<file path="src/rtl/snake_display_pkg.sv">
// Shared types and constants for the snake score display: conversion FSM states,
// anode patterns and the digit-to-segment table.
package snake_display_pkg;

    localparam int unsigned BIN_W   = 8;
    localparam int unsigned BCD_W   = 12;
    localparam int unsigned SHIFT_W = BIN_W + BCD_W;
    localparam int unsigned CNT_W   = 4;

    localparam logic [7:0] SEG_BLANK = 8'hFF;

    localparam logic [7:0] AN_OFF  = 8'hFF;
    localparam logic [7:0] AN_DIG3 = 8'hF7;
    localparam logic [7:0] AN_HUND = 8'hFB;
    localparam logic [7:0] AN_TENS = 8'hFD;
    localparam logic [7:0] AN_ONES = 8'hFE;

    typedef enum logic [1:0] {
        ST_IDLE  = 2'd0,
        ST_SHIFT = 2'd1,
        ST_DONE  = 2'd2
    } conv_state_t;

    // Active-low {Ca..Cg, Dp}; decimal point always off
    function automatic logic [7:0] seg_encode(input logic [3:0] digit);
        logic [7:0] seg;
        case (digit)
            4'd0:    seg = 8'b0000_0011;
            4'd1:    seg = 8'b1001_1111;
            4'd2:    seg = 8'b0010_0101;
            4'd3:    seg = 8'b0000_1101;
            4'd4:    seg = 8'b1001_1001;
            4'd5:    seg = 8'b0100_1001;
            4'd6:    seg = 8'b0100_0001;
            4'd7:    seg = 8'b0001_1111;
            4'd8:    seg = 8'b0000_0001;
            4'd9:    seg = 8'b0000_1001;
            default: seg = SEG_BLANK;
        endcase
        return seg;
    endfunction

endpackage

</file>
<file path="src/rtl/snake_bin2bcd.sv">
// Sequential double-dabble converter: 8-bit binary to 3-digit BCD, one bit per clock.
// Busy covers the shift and done cycles; the result and its operand update together.
module snake_bin2bcd
    import snake_display_pkg::*;
(
    input  logic               i_clk,
    input  logic               i_rst,
    input  logic               i_start,
    input  logic [BIN_W-1:0]   i_bin,
    output logic               o_busy,
    output logic               o_done,
    output logic [BCD_W-1:0]   o_bcd,
    output logic [BIN_W-1:0]   o_operand
);

    conv_state_t        r_state;
    conv_state_t        w_state_next;
    logic [SHIFT_W-1:0] r_shift;
    logic [SHIFT_W-1:0] w_adj;
    logic [SHIFT_W-1:0] w_shifted;
    logic [CNT_W-1:0]   r_cnt;
    logic [BIN_W-1:0]   r_operand_lat;
    logic [BIN_W-1:0]   r_operand;
    logic [BCD_W-1:0]   r_bcd;
    logic               r_busy;
    logic               r_done;
    logic               w_load;
    logic               w_step;
    logic               w_finish;

    always_ff @(posedge i_clk or posedge i_rst) begin
        if (i_rst) begin
            r_state <= ST_IDLE;
        end else begin
            r_state <= w_state_next;
        end
    end

    always_comb begin
        w_state_next = r_state;
        w_load       = 1'b0;
        w_step       = 1'b0;
        w_finish     = 1'b0;
        case (r_state)
            ST_IDLE: begin
                if (i_start) begin
                    w_load       = 1'b1;
                    w_state_next = ST_SHIFT;
                end
            end
            ST_SHIFT: begin
                w_step = 1'b1;
                if (r_cnt == CNT_W'(BIN_W - 1)) begin
                    w_state_next = ST_DONE;
                end
            end
            ST_DONE: begin
                w_finish     = 1'b1;
                w_state_next = ST_IDLE;
            end
            default: w_state_next = ST_IDLE;
        endcase
    end

    // Add 3 to every BCD nibble >= 5, then shift the whole register left
    always_comb begin
        w_adj = r_shift;
        for (int i = 0; i < 3; i++) begin
            if (r_shift[BIN_W + 4*i +: 4] >= 4'd5) begin
                w_adj[BIN_W + 4*i +: 4] = r_shift[BIN_W + 4*i +: 4] + 4'd3;
            end
        end
        w_shifted = {w_adj[SHIFT_W-2:0], 1'b0};
    end

    always_ff @(posedge i_clk or posedge i_rst) begin
        if (i_rst) begin
            r_shift       <= '0;
            r_cnt         <= '0;
            r_operand_lat <= '0;
            r_operand     <= '0;
            r_bcd         <= '0;
            r_busy        <= 1'b0;
            r_done        <= 1'b0;
        end else begin
            r_done <= 1'b0;
            if (w_load) begin
                r_shift       <= {{BCD_W{1'b0}}, i_bin};
                r_cnt         <= '0;
                r_operand_lat <= i_bin;
                r_busy        <= 1'b1;
            end
            if (w_step) begin
                r_shift <= w_shifted;
                r_cnt   <= r_cnt + CNT_W'(1);
            end
            if (w_finish) begin
                r_bcd     <= r_shift[SHIFT_W-1:BIN_W];
                r_operand <= r_operand_lat;
                r_busy    <= 1'b0;
                r_done    <= 1'b1;
            end
        end
    end

    assign o_busy    = r_busy;
    assign o_done    = r_done;
    assign o_bcd     = r_bcd;
    assign o_operand = r_operand;

endmodule

</file>
<file path="src/rtl/snake_score_display.sv">
// Snake score display: converts the snake length to BCD on change and scans four
// digits onto the seven-segment display with registered anode/cathode outputs.
module snake_score_display
    import snake_display_pkg::*;
#(
    parameter int unsigned SCAN_BITS  = 18,
    parameter int unsigned INIT_VALUE = 3
)(
    input  logic        board_clk,
    input  logic        Reset,
    input  logic [7:0]  Length,
    input  logic        Show_Init,
    output logic [7:0]  An,
    output logic [7:0]  Ssd_Cathodes,
    output logic [11:0] Bcd,
    output logic        Busy
);

    localparam int unsigned SCAN_W = SCAN_BITS + 2;

    logic [BIN_W-1:0]  w_src;
    logic [BIN_W-1:0]  w_last_val;
    logic              w_start;
    logic              w_busy;
    logic              w_done;
    logic [BCD_W-1:0]  w_bcd;

    logic [SCAN_W-1:0] r_scan_cnt;
    logic [1:0]        w_sel;
    logic [7:0]        w_an_c;
    logic [3:0]        w_digit_c;
    logic [7:0]        r_an;
    logic [7:0]        r_cath;

    assign w_src = Show_Init ? BIN_W'(INIT_VALUE) : Length;

    // Compare only while idle so a change mid-conversion is picked up afterwards
    assign w_start = !w_busy && (w_src != w_last_val);

    snake_bin2bcd u_bin2bcd (
        .i_clk     (board_clk),
        .i_rst     (Reset),
        .i_start   (w_start),
        .i_bin     (w_src),
        .o_busy    (w_busy),
        .o_done    (w_done),
        .o_bcd     (w_bcd),
        .o_operand (w_last_val)
    );

    always_ff @(posedge board_clk) begin
        if (!Reset && w_done) begin
            assert (w_bcd[11:8] <= 4'd2 && w_bcd[7:4] <= 4'd9 && w_bcd[3:0] <= 4'd9);
        end
    end

    always_ff @(posedge board_clk or posedge Reset) begin
        if (Reset) begin
            r_scan_cnt <= '0;
        end else begin
            r_scan_cnt <= r_scan_cnt + SCAN_W'(1);
        end
    end

    assign w_sel = r_scan_cnt[SCAN_W-1 -: 2];

    always_comb begin
        w_an_c    = AN_OFF;
        w_digit_c = 4'd0;
        case (w_sel)
            2'd0: w_an_c = AN_DIG3;
            2'd1: begin
                w_an_c    = AN_HUND;
                w_digit_c = w_bcd[11:8];
            end
            2'd2: begin
                w_an_c    = AN_TENS;
                w_digit_c = w_bcd[7:4];
            end
            default: begin
                w_an_c    = AN_ONES;
                w_digit_c = w_bcd[3:0];
            end
        endcase
    end

    always_ff @(posedge board_clk or posedge Reset) begin
        if (Reset) begin
            r_an   <= AN_OFF;
            r_cath <= SEG_BLANK;
        end else begin
            r_an   <= w_an_c;
            r_cath <= seg_encode(w_digit_c);
        end
    end

    assign An           = r_an;
    assign Ssd_Cathodes = r_cath;
    assign Bcd          = w_bcd;
    assign Busy         = w_busy;

endmodule

</file>
<file path="config.mk">
export PLATFORM = sky130hd
export DESIGN_NAME = snake_score_display
export DESIGN_NICKNAME = d
export VERILOG_FILES = /design/src/rtl/snake_display_pkg.sv /design/src/rtl/snake_bin2bcd.sv /design/src/rtl/snake_score_display.sv
export SDC_FILE = /design/constraint.sdc
export NUM_CORES = 1
export LEC_CHECK = 0
export ABC_AREA = 1
export BUFFER_PORTS_ARGS = -buffer_cell sky130_fd_sc_hd__buf_2
export CELL_PAD_IN_SITES_DETAIL_PLACEMENT = 1
export CELL_PAD_IN_SITES_GLOBAL_PLACEMENT = 1
export CORE_UTILIZATION = 45
export DETAILED_ROUTE_END_ITERATION = 8
export PLACE_DENSITY = 0.79
export SLEW_MARGIN = 15
export SYNTH_ARGS = -nofsm -noshare
export SYNTH_HDL_FRONTEND = slang
export SYNTH_HIERARCHICAL = 1
export SYNTH_SLANG_ARGS = --single-unit
</file>
<file path="constraint.sdc">
create_clock -name board_clk -period 1.7 [get_ports board_clk]
set_input_delay 0.17 -clock board_clk [delete_from_list [all_inputs] [get_ports board_clk]]
set_output_delay 0.17 -clock board_clk [all_outputs]
set_load 0.005 [all_outputs]
</file>
==> impl_results.md <==
- Syn_area_per_cell: around 8.5 um^2
- Routed WL: roughly 9600 um
- H-tree lvl count: 3
- P_leak: approximately 2.6 nW
- Chip Height: 101 um
- Final slew viol count: 0
- Site row count: 35
- Final setup viols: 0
- PortBufs: 34
- Largest net degree at the start of global routing: 56
- R2R depth: 11
- GP Congestion: ~0.79
- Reg2reg setup slack: approximately 110 ps
- Worst Path Buf+Inv: 2
- Sink Count: 86
- Max clock buf depth: 2
- Setup CP Type: reg2reg
- Peak VDD IR: 607 uV
- Share of layout cells above drive strength 1: 20.4%
- Outcome: complete, no violations
- Pre-CTS WS: -44.4 ps
- # DRC: 0
- Final hold violation count: 0
- CP Max Fanout: 20
- Sink of the worst hold path: u_bin2bcd/r_shift[1]
- Number of top-level pins: 40
- Most frequent cells in the layout: nand2_1, dfrtp_1, inv_1, nand3_1, buf_2
- Pwr dens: between 1000 and 1500 mW/mm^2
- Starting density of the core: a little under half
- Critical-path cell list: nand3b_1, nand2_1, nor2_1, nand2_1, nor2_1, nor2_1, o21ai_2, buf_12, nand2_1, inv_1, o21bai_1
- Layout net count: ~580
- Synth Warn #: 13
- Arrival time worst endpoint: about 1800 ps
- Delay-heaviest family, CP: simple AND/OR/NAND/NOR gates
- Hold Crit Depth: 5
- Layout area overhead: 11.9%
- Min-delay src: Length[1]
- Die X: between 100 and 150 um
- Root Driver: clkbuf_8
- Final core occ: 52.6%
- Clock Skews: approximately 9.0 ps
- Fmax: around 630 MHz
- Max cap viols: 0
- Final worst-path cycle share: 93.3%
- Routed len/inst: 13.9 um
- Dpl cell area: 0.00469 mm^2
- Commonest non-fill, non-tap cell in the layout: nand2_1
- Setup ws final: approximately 110 ps
- Vias in the first global route: around 3.7k
- Die ar.: 0.0101 mm^2
- Vias/cell: a little under 5
- CTS buffer count: 9
- Mapped Cells: about 520
- HPWL Detailed: ~7200 um
- Clk pin slew, worst setup/hold paths: ~80 ps
- # diodes: 0
- Tot GR Track Use: about 21%
- Clock Latency Late Sink: 360 ps
- Minimum clock period: between 1500 and 2000 ps
- First-pass GRT wire length: roughly 17,000 um
- CP Capture Type: flop
- Initial DRC Count: a little over 90
- Initial antenna violation count: 0
- Core Area: 0.00933 mm^2
- CP required: between 1500 and 2000 ps
- RR Endpoint: u_bin2bcd/r_shift[12]
- TritonCTS clock tree: done
- Hold Path Class: in2reg
- Detailed-route via count: 3,437
- Crit start category: flop
- Setup repair after global routing missed its margin: true
- Crit-path slowest cell: dfrtp_1
- Aggregate global routing overflow: 0
- Final Instance Area: around 0.005 mm^2
- Netlist Area Pre-Place: between 0.004 and 0.005 mm^2
- R2R Path Start: u_bin2bcd/o_operand[5]
- Antenna-violating nets left: 0
- First-pass DRT Iterations: 6
- Max stage delay on crit path: approximately 420 ps
[final cells by class]
type	instances	area, um^2
fill	1163	4420
sequential	86	2170
multi-input combinational	347	1810
timing repair buffer	45	305
inverter	69	272
tap	129	161
clock buffer	11	131
clock inverter	5	58.8
[worst register-to-register path, cell delays in order, from the launching register on]
cell	delay, ps
dfrtp_1	420
nand3b_1	170
nand2_1	60
nor2_1	40
nand2_1	60
nor2_1	50
nor2_1	170
o21ai_2	90
buf_12	160
nand2_1	70
inv_1	40
o21bai_1	140
[worst max-delay path by stage]
stage | start | endpoint | slack (ps) | depth (start not counted)
2_1_floorplan | Reset | u_bin2bcd/o_bcd[0] | 190 | 1
3_3_place_gp | Show_Init | u_bin2bcd/r_shift[12] | 60 | 15
3_5_place_dp | Show_Init | u_bin2bcd/r_shift[12] | -40 | 15
4_1_cts | r_scan_cnt[19] | Ssd_Cathodes[4] | 50 | 9
5_1_grt | u_bin2bcd/o_operand[5] | u_bin2bcd/r_shift[12] | -20 | 11
6_report | u_bin2bcd/o_operand[5] | u_bin2bcd/r_shift[12] | 110 | 11
[timing repair]
item,CTS,global route
hold buffers,1,0
endpoints found under the hold margin,75,0
setup buffers,0,0
gates resized for setup,0,5
endpoints found under the setup margin,0,20
[metrics by stage]
stage | instances | hold WS [ps] | power [mW] | TNS [ps]
after floorplan | 520 | 265 | 4.72 | 0
after global placement | 675 | 248 | 5.30 | 0
after detailed placement | 675 | 256 | 5.49 | -63.2
after CTS | 692 | 195 | 6.98 | 0
after global routing | 692 | 231 | 7.44 | -43.4
final | 692 | 192 | 6.89 | 0
[power breakdown]
part	internal, mW	switching [mW]
combinational	0.928	1.50
clock	0.683	0.739
sequential	2.61	0.430
total	4.22	2.67
[sequential cells by signal (all words and copies together), names as in the netlist]
register,cells
u_bin2bcd/r_operand_lat,8
u_bin2bcd/o_operand,8
An,4
u_bin2bcd/r_cnt,4
r_scan_cnt,20
Ssd_Cathodes,7
u_bin2bcd/r_state,2
u_bin2bcd/r_shift,20
u_bin2bcd/o_busy,1
u_bin2bcd/o_bcd,12
[layer usage]
| metal | share of wire (%) | GRT usage (%) |
|---|---|---|
| met4 | 2.0 | 8.47 |
| met3 | 2.2 | 2.70 |
| met1 | 43 | 25.5 |
| met2 | 53 | 39.1 |
| met5 | 0 | 0 |
Power figures use the tool's default switching activity.
